[src/rtl/secure_regfile.sv]
// Thread-aware secure register file: per-register owner IDs, privileged thread 0,
// zeroed data on denial and a timed lockout of non-privileged threads after repeated violations.
module secure_regfile #(
    parameter int DATA_WIDTH     = 32,
    parameter int ADDR_WIDTH     = 3,
    parameter int TID_WIDTH      = 4,
    parameter int MAX_VIOL       = 3,
    parameter int LOCKOUT_CYCLES = 16
) (
    input  logic                  clk,
    input  logic                  rst,
    input  logic                  req_valid,
    output logic                  req_ready,
    input  logic                  req_wr,
    input  logic                  req_own,
    input  logic [ADDR_WIDTH-1:0] req_addr,
    input  logic [DATA_WIDTH-1:0] req_wdata,
    input  logic [TID_WIDTH-1:0]  req_tid,
    output logic                  rsp_valid,
    input  logic                  rsp_ready,
    output logic [DATA_WIDTH-1:0] rsp_rdata,
    output logic                  rsp_err,
    output logic                  lockout,
    output logic [15:0]           viol_count
);

    localparam int NUM_REGS = 2 ** ADDR_WIDTH;
    localparam int CNT_W    = $clog2(MAX_VIOL + 1);
    localparam int TMR_W    = (LOCKOUT_CYCLES > 1) ? $clog2(LOCKOUT_CYCLES) : 1;
    localparam logic [CNT_W-1:0] CNT_MAX  = CNT_W'(MAX_VIOL);
    localparam logic [TMR_W-1:0] TMR_LOAD = TMR_W'(LOCKOUT_CYCLES - 1);

    typedef enum logic [0:0] {
        ST_OPEN    = 1'b0,
        ST_LOCKOUT = 1'b1
    } state_t;

    state_t                state_r;
    state_t                state_nxt_s;
    logic [TMR_W-1:0]      timer_r;
    logic [TMR_W-1:0]      timer_nxt_s;
    logic [CNT_W-1:0]      cnt_r;
    logic [CNT_W-1:0]      cnt_nxt_s;
    logic [DATA_WIDTH-1:0] regs_r  [NUM_REGS];
    logic [TID_WIDTH-1:0]  owner_r [NUM_REGS];
    logic                  rsp_valid_r;
    logic                  rsp_err_r;
    logic [DATA_WIDTH-1:0] rsp_rdata_r;
    logic [15:0]           viol_count_r;
    logic                  accept_s;
    logic                  tid0_s;
    logic                  own_wr_s;
    logic                  allowed_s;
    logic                  denied_s;

    assign req_ready  = !rsp_valid_r || rsp_ready;
    assign accept_s   = req_valid && req_ready;
    assign tid0_s     = (req_tid == {TID_WIDTH{1'b0}});
    assign own_wr_s   = req_own && req_wr;
    assign denied_s   = accept_s && !allowed_s;
    assign rsp_valid  = rsp_valid_r;
    assign rsp_err    = rsp_err_r;
    assign rsp_rdata  = rsp_rdata_r;
    assign lockout    = (state_r == ST_LOCKOUT);
    assign viol_count = viol_count_r;

    // Access permission; thread 0 bypasses ownership and lockout
    always_comb begin
        allowed_s = 1'b0;
        if (tid0_s) begin
            allowed_s = 1'b1;
        end else if (own_wr_s) begin
            allowed_s = 1'b0;
        end else if ((owner_r[req_addr] == req_tid) && (state_r == ST_OPEN)) begin
            allowed_s = 1'b1;
        end else begin
            allowed_s = 1'b0;
        end
    end

    // Lockout FSM next state, timer and consecutive-violation counter
    always_comb begin
        state_nxt_s = state_r;
        timer_nxt_s = timer_r;
        cnt_nxt_s   = cnt_r;
        case (state_r)
            ST_OPEN: begin
                if (denied_s) begin
                    if ((cnt_r + CNT_W'(1'b1)) == CNT_MAX) begin
                        state_nxt_s = ST_LOCKOUT;
                        timer_nxt_s = TMR_LOAD;
                    end else begin
                        state_nxt_s = ST_OPEN;
                    end
                    cnt_nxt_s = cnt_r + CNT_W'(1'b1);
                end else if (accept_s && !tid0_s) begin
                    cnt_nxt_s = {CNT_W{1'b0}};
                end else begin
                    cnt_nxt_s = cnt_r;
                end
            end
            ST_LOCKOUT: begin
                // Timer runs regardless of traffic; denials here never extend it
                if (timer_r == {TMR_W{1'b0}}) begin
                    state_nxt_s = ST_OPEN;
                    cnt_nxt_s   = {CNT_W{1'b0}};
                end else begin
                    timer_nxt_s = timer_r - TMR_W'(1'b1);
                end
            end
            default: begin
                state_nxt_s = ST_OPEN;
                timer_nxt_s = {TMR_W{1'b0}};
                cnt_nxt_s   = {CNT_W{1'b0}};
            end
        endcase
    end

    // FSM state, lockout timer and consecutive counter registers
    always_ff @(posedge clk or posedge rst) begin
        if (rst) begin
            state_r <= ST_OPEN;
            timer_r <= {TMR_W{1'b0}};
            cnt_r   <= {CNT_W{1'b0}};
        end else begin
            state_r <= state_nxt_s;
            timer_r <= timer_nxt_s;
            cnt_r   <= cnt_nxt_s;
        end
    end

    // Register and owner storage, written only by allowed accepted writes
    always_ff @(posedge clk or posedge rst) begin
        if (rst) begin
            for (int i = 0; i < NUM_REGS; i++) begin
                regs_r[i]  <= {DATA_WIDTH{1'b0}};
                owner_r[i] <= {TID_WIDTH{1'b0}};
            end
        end else if (accept_s && allowed_s && req_wr) begin
            if (req_own) begin
                owner_r[req_addr] <= req_wdata[TID_WIDTH-1:0];
            end else begin
                regs_r[req_addr] <= req_wdata;
            end
        end
    end

    // One-entry response stage; fields hold while the consumer stalls
    always_ff @(posedge clk or posedge rst) begin
        if (rst) begin
            rsp_valid_r <= 1'b0;
            rsp_err_r   <= 1'b0;
            rsp_rdata_r <= {DATA_WIDTH{1'b0}};
        end else if (accept_s) begin
            rsp_valid_r <= 1'b1;
            rsp_err_r   <= !allowed_s;
            if (allowed_s && !req_wr) begin
                rsp_rdata_r <= regs_r[req_addr];
            end else begin
                rsp_rdata_r <= {DATA_WIDTH{1'b0}};
            end
        end else if (rsp_ready) begin
            rsp_valid_r <= 1'b0;
        end
    end

    // Saturating total-violation counter
    always_ff @(posedge clk or posedge rst) begin
        if (rst) begin
            viol_count_r <= 16'h0000;
        end else if (denied_s && (viol_count_r != 16'hFFFF)) begin
            viol_count_r <= viol_count_r + 16'h0001;
        end
    end

endmodule
[config.mk]
export PLATFORM = sky130hd
export DESIGN_NAME = secure_regfile
export DESIGN_NICKNAME = d
export VERILOG_FILES = /design/src/rtl/secure_regfile.sv
export SDC_FILE = /design/constraint.sdc
export NUM_CORES = 1
export LEC_CHECK = 0
export CAP_MARGIN = 30
export CORE_MARGIN = 2
export CORE_UTILIZATION = 28
export CTS_CLUSTER_DIAMETER = 50
export CTS_CLUSTER_SIZE = 24
export DETAILED_ROUTE_END_ITERATION = 8
export GPL_TIMING_DRIVEN = 1
export HOLD_SLACK_MARGIN = 0.03
export PLACE_DENSITY = 0.48
export SLEW_MARGIN = 5
export SYNTH_ARGS = -nofsm -noshare
export SYNTH_HDL_FRONTEND = slang
export SYNTH_SLANG_ARGS = --single-unit
[constraint.sdc]
create_clock -name clk -period 12.28 [get_ports clk]
set_input_delay 2.456 -clock clk [delete_from_list [all_inputs] [get_ports clk]]
set_output_delay 2.456 -clock clk [all_outputs]
set_load 0.01 [all_outputs]
==> results of run 1 <==
routing by layer:
| metal | up-vias | GRT usage, % | part of all wire (%) |
|---|---|---|---|
| met5 | - | 0 | 0 |
| met2 | 169 | 25.59 | 48 |
| met3 | 54 | 2.811 | 4.0 |
| met4 | 0 | 3.693 | 1.8 |
| met1 | 5218 | 21.32 | 46 |
| li1 | 4423 | - | - |
layout make-up:
| cell class | instances | area [um^2] |
|---|---|---|
| well taps | 696 | 870.8 |
| multi-input cells | 732 | 6411 |
| clock inverters | 28 | 270.3 |
| repair buffers | 118 | 1151 |
| fillers | 5337 | 35600 |
| flip-flops and latches | 345 | 8633 |
| inverters | 8 | 37.54 |
| clock buffers | 45 | 1050 |
registers in the layout, summed over array words and instances (netlist names):
name	flops
timer_r	4
regs_r	256
lockout	1
rsp_err	1
owner_r	32
rsp_rdata	32
cnt_r	2
viol_count	16
rsp_valid	1
critical path, cell delays in order:
cell,delay (ns)
buf_4,0.41
buf_4,0.65
nand2_1,0.68
o22ai_1,0.41
o21ai_0,0.13
a22oi_1,0.38
a31oi_4,0.35
nor3_4,0.85
buf_4,0.45
mux2_2,0.38
logic make-up (layout without fill, tap and decap cells):
family	count (synthesis)	after routing	synth area share, %
xor gates and xnor gates	18	18	1.076
muxes	360	360	26.86
AOI/OAI and AO/OA	176	176	7.603
and+or+nand+nor	174	174	5.550
buffers and inverters	85	199	2.355
DFF	345	345	56.23
adders and majority gates	4	4	0.3260
cells in the mapped netlist (4+ instances only):
cell type	instances
nand3_1	12
dfrtp_1	345
and3_1	8
o22a_1	7
mux2i_1	34
inv_1	8
or3_1	5
nand4_1	6
or2_2	7
buf_1	9
nand2_1	88
o221ai_1	27
ha_1	4
mux2_2	298
mux2_1	18
nand2b_1	9
o21ai_0	76
xnor2_1	16
nor2b_1	4
buf_2	31
o22ai_1	41
nor2_1	18
nor3_2	8
clkbuf_1	36
mux4_2	10
how the worst min path moves through the flow:
stage,from,to,slack [ns],cells past startpoint
finish,rsp_rdata[21]$_DFFE_PP0P_,rsp_rdata[21]$_DFFE_PP0P_,0.48,2
global route,regs_r[227]$_DFFE_PP0P_,regs_r[227]$_DFFE_PP0P_,0.51,1
CTS,rsp_rdata[21]$_DFFE_PP0P_,rsp_rdata[21]$_DFFE_PP0P_,0.49,2
detailed placement,rsp_rdata[21]$_DFFE_PP0P_,rsp_rdata[21]$_DFFE_PP0P_,0.47,2
global placement,regs_r[35]$_DFFE_PP0P_,regs_r[35]$_DFFE_PP0P_,0.46,1
floorplan,regs_r[35]$_DFFE_PP0P_,regs_r[35]$_DFFE_PP0P_,0.45,1
power by group:
part / switching (mW) / internal [mW]
Sequential: 0.0422 / 1.19
Clock: 0.541 / 0.644
Combinational: 0.149 / 0.116
Total: 0.732 / 1.95
per-stage QoR:
stage	area (um^2)	utilization, %	worst slack [ns]	cells
3_5_place_dp	17060	31.57	4.892	1897
3_3_place_gp	17060	31.57	5.016	1897
4_1_cts	18380	34.01	5.465	1970
2_1_floorplan	15350	-	0.2589	1162
5_1_grt	18420	34.10	5.194	1972
6_report	18420	34.10	5.504	1972
==> metrics, run 1 <==
status=finished, final reports clean; transition at the pin with the smallest max-transition slack=0.9948 ns; WS Path Type=input port to register; Worst Setup End Kind=register; number of design rule violations left after detail routing=0; Synth Flop Type=dfrtp_1; quantity of gates resized following cts=0; synthesized net count=1211; clock slew at reported path FFs=0.06 ns; yosys warns=0; Worst Path Required=12.70 ns; total negative slack for setup checks=0 ns; clock tree from TritonCTS=built; number of enable flip-flop cells after synthesis=0; Reg2Reg Depth=8; setup bufs post-CTS=0; share of the synthesized area in the top cell type=56.23%; Die Y-Extent=238.2 um; gate count after technology mapping=1162; Peak supply drop=106.6 uV; overall power after layout=2.681 mW; number of search-and-repair iterations in the first detailed-routing pass=4; via count of the first global-routing pass=10330; TritonCTS Buffers=40; H-Tree Level Count=2; Wirelength per Cell=21.99 um; initial standard-cell utilization of the core=28.42%; global-route total usage across every layer=15.57%; async set or reset register ratio after synthesis=100.0%; Critical Path Start=req_addr[1]; final setup violation count=0; IO Count=97; net count of the finished layout=1294; Die W=238.2 um; detailed placer's ending HPWL=25.98 mm; Buffers on Ports=96; Worst Hold Slack=0.4790 ns; iteration-0 DRC count of the detailed router=533; Worst slew margin=33.52%; Synth-to-Final Area Change=20.00%; number of synthesized register bits=345; wire length of the first global-routing pass=67.34 mm; detailed-route wire length=43.36 mm; DR vias/cell=5.002; max-capacitance violation count=0; final estimated routing congestion in global placement=0.7569; total global routing overflow=0; arrival time reported for the critical path endpoint=7.19 ns; mean area per synthesized cell=13.21 um^2; number of different library cells in the post-synthesis netlist=52; ant diodes=0; pin count of the biggest net entering global routing=88; final critical path time including I/O delays and setup=6.776 ns; post-synthesis cell type with the largest combined area=dfrtp_1; Max Slew Vio Count=0; detailed-route via count=9864; internal reg-to-reg setup slack=8.58 ns; post-detailed-route count of antenna-violating nets=0; Clock Latency Late Sink=0.55 ns; Pwr per Cell Area=145.5 nW/um^2; die area=56720 um^2; Min-Delay Path Class=register to register; total standard cell area after synthesis=15350 um^2; RSZ-0062 raised after global routing=false; Highest Clock Rate=0.1476 GHz; destination of the critical timing path=regs_r[154]$_DFFE_PP0P_; portion of the post-synthesis area used by sequential elements=56.23%; clock sink total=345; area inside the core boundary=54030 um^2; crit path launch type=input port; beginning of the worst register-to-register path=owner_r[25]$_DFFE_PP0P_; clock tree skew after final layout=0.02180 ns; clk root buf=clkbuf_16; critical register-to-register path endpoint=regs_r[154]$_DFFE_PP0P_; most common cell after layout, fill and taps aside=dfrtp_1; Row Count=85; Hold Violations, Final=0; maximum fanout count along the critical path=51; CTS Buffer Depth=3; final critical-path share of the clock period=55.18%; fraction of layout cells with a size suffix above 1=33.62%; top cells by area in the synthesized netlist=dfrtp_1 (56%), mux2_2 (22%), o21ai_0 (2.5%), mux2i_1 (2.2%), nand2_1 (2.2%); commonest cells after routing, fill and taps aside=dfrtp_1 (345), mux2_2 (298), clkdlybuf4s50_1 (93); leakage power summed over all cells=8.601 nW; Post-CTS Hold Buffers=0; number of antenna violations at the first check in global routing=0
No activity file was read; power rests on OpenSTA's default activity.
==> run 2: changes to the inputs <==
- clock period: 12.28 -> 5.6 ns (I/O delays scaled with it)
==> run 2 against run 1 <==
Compared with the run above: power grew 130%; via count decreased by 0.74%; final cell count is 0.86% higher; count of clock-buffer cells in the layout grew 5; global-route usage about the same; setup slack lost 3.9 ns; core utilization increased by 0.54 points; final area up 1.6%; clock power rose by 150%; register-to-register slack worse by 6.2 ns; critical path depth fell by 1.
==> metrics, run 2 (synthesized netlist as in run 1, its figures left out) <==
Worst Setup End Kind=register; clock tree from TritonCTS=built; destination of the critical timing path=regs_r[159]$_DFFE_PP0P_; part of the power in combinational logic=9.3% (-0.6 points); Buffers on Ports=96 (unchanged); final critical path time including I/O delays and setup=3.995 ns; RSZ-0062 raised after global routing=false; most common cell after layout, fill and taps aside=dfrtp_1; max-capacitance violation count=0 (unchanged); final setup violation count=0 (unchanged); routed wire length on met2=19.83 mm (-4.4%); clk root buf=clkbuf_16; Die W=238.2 um (unchanged); Row Count=85 (unchanged); highest metal layer used by the detailed router=met4; commonest cells after routing, fill and taps aside=dfrtp_1 (345), mux2_2 (298), clkdlybuf4s50_1 (93); most flop-heavy register=regs_r; iteration-0 DRC count of the detailed router=481 (-9.8%); transition at the pin with the smallest max-transition slack=1.083 ns (+0.08815 ns); detailed-route wire length=43.01 mm (-0.80%); overall power after layout=6.206 mW (+130%); wire length of the first global-routing pass=67.42 mm (+0.12%); Worst Path Required=6.04 ns (-6.66 ns); fraction of layout cells with a size suffix above 1=34.42% (+0.80 points); switching part of the total=25.57% (-1.7 points); CTS Buffer Depth=3 (unchanged); Sequential cell area=8633 um^2 (unchanged); crit path launch type=input port; share of total power in the clock network=47.2% (+3.0 points); final estimated routing congestion in global placement=0.7990 (+5.6%); area inside the core boundary=54030 um^2 (unchanged); maximum fanout count along the critical path=33 (-35%); number of flip-flops in the largest register=256 (unchanged); beginning of the worst register-to-register path=owner_r[11]$_DFFE_PP0P_; arrival time reported for the critical path endpoint=4.44 ns (-2.75 ns); via count of the first global-routing pass=10480 (+1.4%); Die Y-Extent=238.2 um (unchanged); Worst slew margin=27.81% (-5.7 points); IO Count=97 (unchanged); quantity of gates resized following cts=0 (unchanged); WS Path Type=input port to register; count of fill cells added during filler insertion=5316 (-0.39%); detailed-route via count=9791 (-0.74%); Wirelength per Cell=21.62 um (-1.6%); leakage power summed over all cells=8.751 nW (+1.7%); number of search-and-repair iterations in the first detailed-routing pass=4 (unchanged); Reg power frac=43.5% (-2.4 points); Synth-to-Final Area Change=21.91%; H-Tree Level Count=2 (unchanged); Hold Violations, Final=0 (unchanged); Post-CTS Hold Buffers=0 (unchanged); net count of the finished layout=1309 (+1.2%); number of design rule violations left after detail routing=0 (unchanged); global-route total usage across every layer=15.57% (about the same); detailed-routed wire length on met3=1.800 mm (+4.5%); final critical-path share of the clock period=71.34%; setup bufs post-CTS=0 (unchanged); total global routing overflow=0 (unchanged); Clock Latency Late Sink=0.57 ns (+0.02 ns); Switch Pwr=1.587 mW (+120%); number of antenna violations at the first check in global routing=0 (unchanged); Pwr per Cell Area=331.6 nW/um^2 (+130%); post-detailed-route count of antenna-violating nets=0 (unchanged); final core occ=34.64% (+0.54 points); Reg2Reg Depth=8 (unchanged); wire length on met1=20.69 mm (+2.8%); pin count of the biggest net entering global routing=177 (+100%); clock sink total=345 (unchanged); detailed placer's ending HPWL=26.75 mm (+3.0%); Cells on Worst Hold Path=1 (-1); critical register-to-register path endpoint=regs_r[159]$_DFFE_PP0P_; die area=56720 um^2 (unchanged); Worst Hold Slack=0.4845 ns (+0.005521 ns); TritonCTS Buffers=43 (+7.5%); combined area of the multi-input logic cells=6411 um^2 (unchanged); Peak supply drop=161.8 uV (+52%); Highest Clock Rate=0.2503 GHz; clock slew at reported path FFs=0.06 ns (about the same); ant diodes=0 (unchanged); Max Slew Vio Count=0 (unchanged); clock tree skew after final layout=0.01260 ns (-0.009201 ns); DR vias/cell=4.923 (-1.6%); initial standard-cell utilization of the core=28.42% (unchanged); Critical Path Start=req_addr[2]; status=finished, final reports clean; Min-Delay Path Class=register to register; internal reg-to-reg setup slack=2.36 ns (-6.22 ns); Cell Int Power=4.619 mW (+140%)
run 2: worst min-delay path by stage:
| stage | endpoint | start |
|---|---|---|
| final | regs_r[99]$_DFFE_PP0P_ | regs_r[99]$_DFFE_PP0P_ |
| after global routing | regs_r[212]$_DFFE_PP0P_ | regs_r[212]$_DFFE_PP0P_ |
| after CTS | regs_r[99]$_DFFE_PP0P_ | regs_r[99]$_DFFE_PP0P_ |
| after detailed placement | regs_r[99]$_DFFE_PP0P_ | regs_r[99]$_DFFE_PP0P_ |
| after global placement | regs_r[99]$_DFFE_PP0P_ | regs_r[99]$_DFFE_PP0P_ |
| after floorplan | regs_r[35]$_DFFE_PP0P_ | regs_r[35]$_DFFE_PP0P_ |
run 2: power by group through the flow:
stage               sequential (mW)  combinational [mW]  clock, mW
floorplan                      2.74               0.329          0
global placement               2.74               0.580          0
CTS                            2.70               0.593       3.02
finish                         2.70               0.579       2.93
global route                   2.72               0.645       3.12
detailed placement             2.75               0.592          0
run 2: critical path, stage by stage:
cell and delay [ns]:
buf_4 0.39, or2_2 0.45, o22ai_1 0.17, or3_1 0.34, a221oi_2 0.36, a31oi_4 0.33
nor3_4 0.54, buf_12 0.30, mux2_2 0.37
run 2: layout make-up:
| type | instances | area share, % |
|---|---|---|
| tap | 696 | 4.653 |
| timing repair buffer | 130 | 6.732 |
| multi-input combinational | 732 | 34.25 |
| clock buffer | 50 | 6.224 |
| sequential | 345 | 46.13 |
| clock inverter | 28 | 1.832 |
| inverter | 8 | 0.1805 |
run 2: per-layer routing:
layer	global-route usage (%)	vias to the layer above
li1	-	4464
met1	21.92	5101
met2	24.91	168
met3	3.008	58
met4	3.258	0
met5	0	-
run 2: metrics by stage:
stage	cells	setup TNS (ns)	cell area (um^2)	worst slack (ns)
5_1_grt	1989	0	18720	1.462
3_5_place_dp	1910	0	17200	1.052
3_3_place_gp	1909	0	17190	1.017
2_1_floorplan	1162	-47.08	15360	-0.1365
6_report	1989	0	18720	1.605
4_1_cts	1988	0	18710	1.640
